**config.mk**
```make
export PLATFORM = sky130hd
export DESIGN_NAME = ysyx_22040127_fetch
export DESIGN_NICKNAME = d
export VERILOG_FILES = /design/src/rtl/ysyx_22040127_fetch.sv
export SDC_FILE = /design/constraint.sdc
export NUM_CORES = 1
export LEC_CHECK = 0
export CELL_PAD_IN_SITES_DETAIL_PLACEMENT = 0
export CELL_PAD_IN_SITES_GLOBAL_PLACEMENT = 1
export CORE_MARGIN = 3
export CORE_UTILIZATION = 29
export CTS_CLUSTER_SIZE = 30
export DETAILED_ROUTE_END_ITERATION = 16
export PLACE_DENSITY_LB_ADDON = 0.1
export SLEW_MARGIN = 10
export SYNTH_ARGS = -nofsm -noshare
export SYNTH_HDL_FRONTEND = slang
export SYNTH_SLANG_ARGS = --single-unit
export TNS_END_PERCENT = 30
```
**constraint.sdc**
```tcl
create_clock -name clk -period 4.45 [get_ports clk]
set_input_delay 1.335 -clock clk [delete_from_list [all_inputs] [get_ports clk]]
set_output_delay 1.335 -clock clk [all_outputs]
set_load 0.02 [all_outputs]
```
**src/rtl/ysyx_22040127_fetch.sv**
```systemverilog
// Instruction fetch: owns the PC, issues one imem read at a time, and hands {ebreak, inst, pc} to decode.
// Latency: the response is presented to decode in the same cycle it returns from memory (not registered).
// Backpressure: while decode stalls, the word is parked in a hold buffer; redirects cancel in-flight or held words.
module ysyx_22040127_fetch #(
    parameter logic [31:0] RESET_PC = 32'h8000_0000
) (
    input  logic        clk,
    input  logic        rst,
    input  logic        id_allowin,
    input  logic        id_branch_taken,
    input  logic [31:0] id_branch_result,
    input  logic        csr_redirect_valid,
    input  logic [31:0] csr_redirect_pc,
    output logic        if_to_id_valid,
    output logic [64:0] if_to_id_bus,
    output logic [31:0] if_instruction_reg,
    output logic        if_instruction_blocked,
    output logic        if_flush,
    output logic        imem_req_valid,
    input  logic        imem_req_ready,
    output logic [31:0] imem_addr,
    input  logic        imem_resp_valid,
    input  logic [31:0] imem_resp_data
);

    typedef enum logic [1:0] {
        S_REQ  = 2'd0,
        S_WAIT = 2'd1,
        S_HOLD = 2'd2,
        S_DROP = 2'd3
    } state_t;

    localparam logic [31:0] EBREAK_INST = 32'h0010_0073;

    state_t      state_q, state_d;
    logic [31:0] pc_q, pc_d;
    logic [31:0] inst_reg_q, inst_reg_d;
    logic        flush_q, flush_d;

    logic        br_redirect;
    logic        redirect;
    logic [31:0] redirect_pc;
    logic [31:0] deliver_inst;

    // CSR redirect outranks a branch; a branch only redirects when it leaves decode this cycle
    always_comb begin
        br_redirect = id_branch_taken && id_allowin;
        redirect    = csr_redirect_valid || br_redirect;
        redirect_pc = csr_redirect_valid ? csr_redirect_pc : id_branch_result;
    end

    // Next-state, PC and hold-buffer update
    always_comb begin
        state_d    = state_q;
        pc_d       = pc_q;
        inst_reg_d = inst_reg_q;
        flush_d    = csr_redirect_valid;
        unique case (state_q)
            S_REQ: begin
                if (redirect) begin
                    pc_d = redirect_pc;
                    // An accepted request still owes us a response that must be swallowed
                    state_d = imem_req_ready ? S_DROP : S_REQ;
                end else if (imem_req_ready) begin
                    state_d = S_WAIT;
                end
            end
            S_WAIT: begin
                if (imem_resp_valid) begin
                    if (redirect) begin
                        pc_d    = redirect_pc;
                        state_d = S_REQ;
                    end else if (id_allowin) begin
                        pc_d    = pc_q + 32'd4;
                        state_d = S_REQ;
                    end else begin
                        inst_reg_d = imem_resp_data;
                        state_d    = S_HOLD;
                    end
                end else if (redirect) begin
                    pc_d    = redirect_pc;
                    state_d = S_DROP;
                end
            end
            S_HOLD: begin
                if (redirect) begin
                    pc_d    = redirect_pc;
                    state_d = S_REQ;
                end else if (id_allowin) begin
                    pc_d    = pc_q + 32'd4;
                    state_d = S_REQ;
                end
            end
            S_DROP: begin
                if (redirect) begin
                    pc_d = redirect_pc;
                end
                if (imem_resp_valid) begin
                    state_d = S_REQ;
                end
            end
            default: state_d = S_REQ;
        endcase
    end

    // State registers with synchronous reset; a late response after reset lands in REQ and is ignored
    always_ff @(posedge clk) begin
        if (rst) begin
            state_q    <= S_REQ;
            pc_q       <= RESET_PC;
            inst_reg_q <= 32'd0;
            flush_q    <= 1'b0;
        end else begin
            state_q    <= state_d;
            pc_q       <= pc_d;
            inst_reg_q <= inst_reg_d;
            flush_q    <= flush_d;
        end
    end

    // Output decode; everything is forced low while reset is held
    always_comb begin
        deliver_inst           = (state_q == S_HOLD) ? inst_reg_q : imem_resp_data;
        imem_req_valid         = 1'b0;
        imem_addr              = 32'd0;
        if_to_id_valid         = 1'b0;
        if_to_id_bus           = 65'd0;
        if_instruction_reg     = 32'd0;
        if_instruction_blocked = 1'b0;
        if_flush               = 1'b0;
        if (!rst) begin
            imem_req_valid         = (state_q == S_REQ);
            imem_addr              = pc_q;
            if_to_id_valid         = !csr_redirect_valid &&
                                     (((state_q == S_WAIT) && imem_resp_valid) ||
                                      (state_q == S_HOLD));
            if_to_id_bus           = {(deliver_inst == EBREAK_INST), deliver_inst, pc_q};
            if_instruction_reg     = inst_reg_q;
            if_instruction_blocked = (state_q == S_HOLD);
            if_flush               = flush_q;
        end
    end

endmodule
```
Word level (Yosys, flattened, before mapping) --
Index checks and enable logic that the tools add are counted.
Storage, ports and cells: input bits 103, output and inout bits 133, word-level logic and storage cells 50, register bits 67
Operators by class: bitwise operators 2, $add $sub $neg 1, reduce and logical (&&, ||, !) cells 10, eq/ne operators 8, mux-type cells 25
Operator list (number):
- $mux 32 | 8
- $pmux 32 s3 | 1
- $mux 65 | 1
- $add 32x3->32 const B | 1
- $eq 32x21->1 const B | 1
- $mux 2 | 10
- $ne 3x3->1 const B | 3
- $pmux 2 s4 | 1
- $reduce_and 4->1 | 2
- $eq 2x2->1 const B | 2
- $mux 1 | 4
- $logic_and 1x1->1 | 3
- $eq 2x1->1 const B | 1
- $logic_not 2->1 | 1
- $logic_or 1x1->1 | 2
- $ne 2x2->1 const B | 1
- $not 1->1 | 2
- $reduce_or 2->1 | 1
- $logic_not 1->1 | 1

Longest topological paths before layout --
depth in word-level cells 5, gate-level depth with buffers 9, depth with buffers taken out 7

Least setup slack after synthesis --
No wires, ideal clock.
path kind in2out, from in imem_resp_data[23], to out if_to_id_bus[64], arrival 2978 ps, path buffers 0, cell stages on the path 4, slack 137 ps, required time 3115 ps, cell sequence or4b_2 -> nor4_1 -> a41oi_1 -> nor4b_1
Between the ends: longest elaborated chain between the ends 3
RTL lines:
- from (decl) | RTL line 23 | input logic [31:0] imem_resp_data
- $mux 32 | RTL line 123 | deliver_inst = (state_q == S_HOLD) ? inst_reg_q : imem_resp_data;
- $eq 32x21->1 | RTL line 137 | if_to_id_bus = {(deliver_inst == EBREAK_INST), deliver_inst, pc_q};
- $mux 65 | RTL line 131 | if (!rst) begin
- to (decl) | RTL line 15 | output logic [64:0] if_to_id_bus,
Every way passes these cells.

Worst setup path after layout --
from in imem_resp_data[30], to out if_to_id_bus[64]
Same word-level chain as after synthesis.

==> summary.md <==
| Metric | Value |
|---|---|
| Outcome | `finished clean` |
| Nets | `986` |
| Die height | `137 um` |
| Hold depth | `2` |
| Core Area | `0.0167 mm2` |
| Number of global-route vias before repair | `5611` |
| First-pass GRT wire length | `29.9 mm` |
| HP Start | `inst_reg_q[20]` |
| Drt first-iter violations | `333` |
| Clk pwr share | `37.2%` |
| Synth cell types | `60` |
| Initial antenna violation count | `0` |
| Rel. slew slack | `39.6%` |
| Mean Syn Cell Area | `7.33 um2` |
| Leakage | `2.76 nW` |
| Worst-Margin Slew | `0.905 ns` |
| CTS buffer count | `9` |
| Int Pwr | `1.67 mW` |
| Crit path time final | `4.37 ns` |
| Worst hold slack | `0.480 ns` |
| Final Util | `47.0%` |
| Detail Route Antenna Nets | `0` |
| Layout cells sized above 1 | `8.83%` |
| Final setup violation count | `0` |
| Switching Share | `32.3%` |
| Largest net degree at the start of global routing | `38` |
| RSZ-0062 raised after global routing | `no` |
| Clk_lat worst skew | `0.34 ns` |
| Gr usage total | `20.1%` |
| CP Capture Type | `primary output` |
| N_diodes | `0` |
| # DRC | `0` |
| Worst slack at placement | `-0.659 ns` |
| Clock H-tree levels | `3` |
| Worst endpoint required time | `3.12 ns` |
| Setup TNS | `0 ns` |
| Root Driver | `clkbuf_16` |
| Post-Syn Nets | `787` |
| Fin crit share | `98.1%` |
| Total routed wirelength | `19.2 mm` |
| Crit Path Class | `in2out` |
| Top layer in use | `met4` |
| Gate power share | `33.6%` |
| Vias post-DR | `5724` |
| Fmax | `229 MHz` |
| Metal-1 WL | `7.97 mm` |
| Register area | `0.00134 mm2` |
| # IOs | `236` |
| Die W | `137 um` |
| 1st-pass router iterations | `4` |
| DR vias/cell | `5.19` |
| Layout area overhead | `57.7%` |
| Setup crit start | `imem_resp_data[30]` |
| Dpl cells | `1087` |
| Worst vdd ir | `0.202 mV` |
| Met2 wire len | `9.16 mm` |
| Max-cap check violation count | `0` |
| Setup bufs post-CTS | `0` |
| Power Total | `2.47 mW` |
| Power per Cell Area | `315 mW/mm2` |
| Seq cells post-synth | `67` |
| Sequential cell area fraction in the yosys report | `26.9%` |
| Synthesized cell area | `0.00498 mm2` |
| Register-to-Register Path Depth | `9` |
| Final Hold Vio Count | `0` |
| Routed wl met3 | `1.76 mm` |
| Synth warn | `0` |
| I/O Buffers | `235` |
| CTS tree | `done` |
| Synth Instances | `679` |
| Die area | `0.0188 mm2` |
| Post-route insts no fill | `1103` |
| Rows | `47` |
| Cts-stage hold buffer count | `0` |
| Design area | `0.00785 mm2` |
| Startpoint types | `input port` |
| Crit Path Max Fanout | `2` |
| Sequential power share | `29.2%` |
| CTS max path bufs | `2` |
| Min-Delay Path Class | `reg2reg` |
| Area of the multi-input gates | `0.00322 mm2` |
| CTS sink cnt | `67` |
| Dpl cell area | `0.00745 mm2` |
| Post-synth ARST share | `0%` |
| Post-synth EDFFs | `0` |
| Max Slew Vio Count | `0` |
| Main synth FF type | `dfxtp_1` |
| Final Worst Setup Slack | `0.0846 ns` |
| GPL Wtd Cong | `0.895` |
| FF-to-FF Start | `state_q[0]` |
| Final Skew | `0.00648 ns` |
| Sw Pwr | `0.801 mW` |
| Clock-pin slew on the worst setup and hold paths | `0.06 ns` |
| Routed length per instance | `17.4 um` |
| Initial core utilization | `29.8%` |
| Worst Path Arrival | `3.03 ns` |
| Remaining global-route overflow | `0` |
| Filler Cell Count | `1670` |
| HPWL Detailed | `14.3 mm` |
==> path summary, 6_finish.rpt <==
kind	end	slack (ns)
min reg2reg	inst_reg_q[20]	0.48
min	inst_reg_q[20]	0.48
max	if_to_id_bus[64]	0.08
max reg2reg	pc_q[22]	1.57
==> critical path, cell delays in order <==
cell,delay [ns]
clkdlybuf4s50_1,0.42
or4b_4,0.52
nor4_2,0.22
a41oi_1,0.09
nor4b_2,0.26
buf_4,0.18
==> cell usage after synthesis (all sizes together), types with 2 or more instances <==
| library cell | n | area share [%] |
|---|---|---|
| nor3 | 14 | 1.4 |
| o21ai | 21 | 2.1 |
| a221oi | 5 | 0.88 |
| o31a | 2 | 0.35 |
| and2 | 3 | 0.38 |
| nor4 | 18 | 2.4 |
| or4 | 2 | 0.38 |
| a31oi | 9 | 1.1 |
| a21oi | 59 | 5.9 |
| dfxtp | 67 | 27 |
| or3 | 9 | 1.1 |
| nor4b | 3 | 0.83 |
| mux2 | 7 | 1.6 |
| o211ai | 4 | 0.60 |
| inv | 8 | 0.60 |
| mux2i | 45 | 9.0 |
| nand4 | 15 | 2.3 |
| nand3 | 17 | 1.7 |
| and4 | 7 | 1.2 |
| nor3b | 2 | 0.30 |
| and3 | 8 | 1.0 |
| o22a | 4 | 0.70 |
| nand2 | 90 | 6.8 |
| a31o | 4 | 0.70 |
| a41oi | 2 | 0.35 |
| ha | 5 | 1.3 |
| nor2b | 64 | 8.0 |
| buf | 42 | 5.6 |
| clkbuf | 40 | 3.0 |
| o31ai | 5 | 0.75 |
| a311oi | 3 | 0.53 |
| a21o | 3 | 0.45 |
| a211oi | 10 | 1.5 |
| nor2 | 64 | 4.8 |
==> cell type report <==
class	instances	share of cell area, %
inverter	8	0.382
multi-input combinational	522	41.0
sequential	67	17.1
tap	220	3.51
timing repair buffer	270	33.2
clock buffer	12	3.27
clock inverter	4	1.53
==> logic make-up after synthesis <==
| logic type | share of synthesized area (%) |
|---|---|
| muxes | 10.6 |
| xor gates and xnor gates | 0.176 |
| DFF | 26.9 |
| and+or+nand+nor | 33.7 |
| adders and majority gates | 1.26 |
| AOI/OAI and AO/OA | 18.0 |
| buffers and inverters | 9.25 |
==> sequential cells by signal, summed over array words and instances, names as in the netlist <==
register    cells
inst_reg_q     32
state_q         2
pc_q           32
flush_q         1
==> layout by cell type, fill, tap and decap left out, drive strengths merged, types with 8 or more instances in the layout <==
cell type,n
clkdlybuf4s50,225
nand2,90
dfxtp,67
nor2,64
nor2b,64
a21oi,59
mux2i,45
buf,38
o21ai,21
nor4,18
nand3,17
nand4,15
nor3,14
clkbuf,12
a211oi,10
a31oi,9
or3,9
inv,8
and3,8
==> routing by layer <==
metal / global-route usage, % / up-vias
met3: 6.65 / 25
met2: 32.8 / 205
met4: 6.71 / 0
li1: - / 2810
met5: 0 / -
met1: 24.9 / 2684
==> power by group through the flow <==
stage               clock [mW]  sequential, mW  combinational, mW
floorplan                    0           0.702              0.501
global placement             0           0.731              0.831
detailed placement           0           0.732              0.833
CTS                      0.941           0.719              0.838
global route             0.969           0.731              0.903
finish                   0.922           0.722              0.831
==> what timing repair did <==
action,4_1_cts,5_1_grt
pin swaps,5,2
gates resized for setup,18,2
endpoints found under the setup margin,1,1
Power figures use the tool's default switching activity.
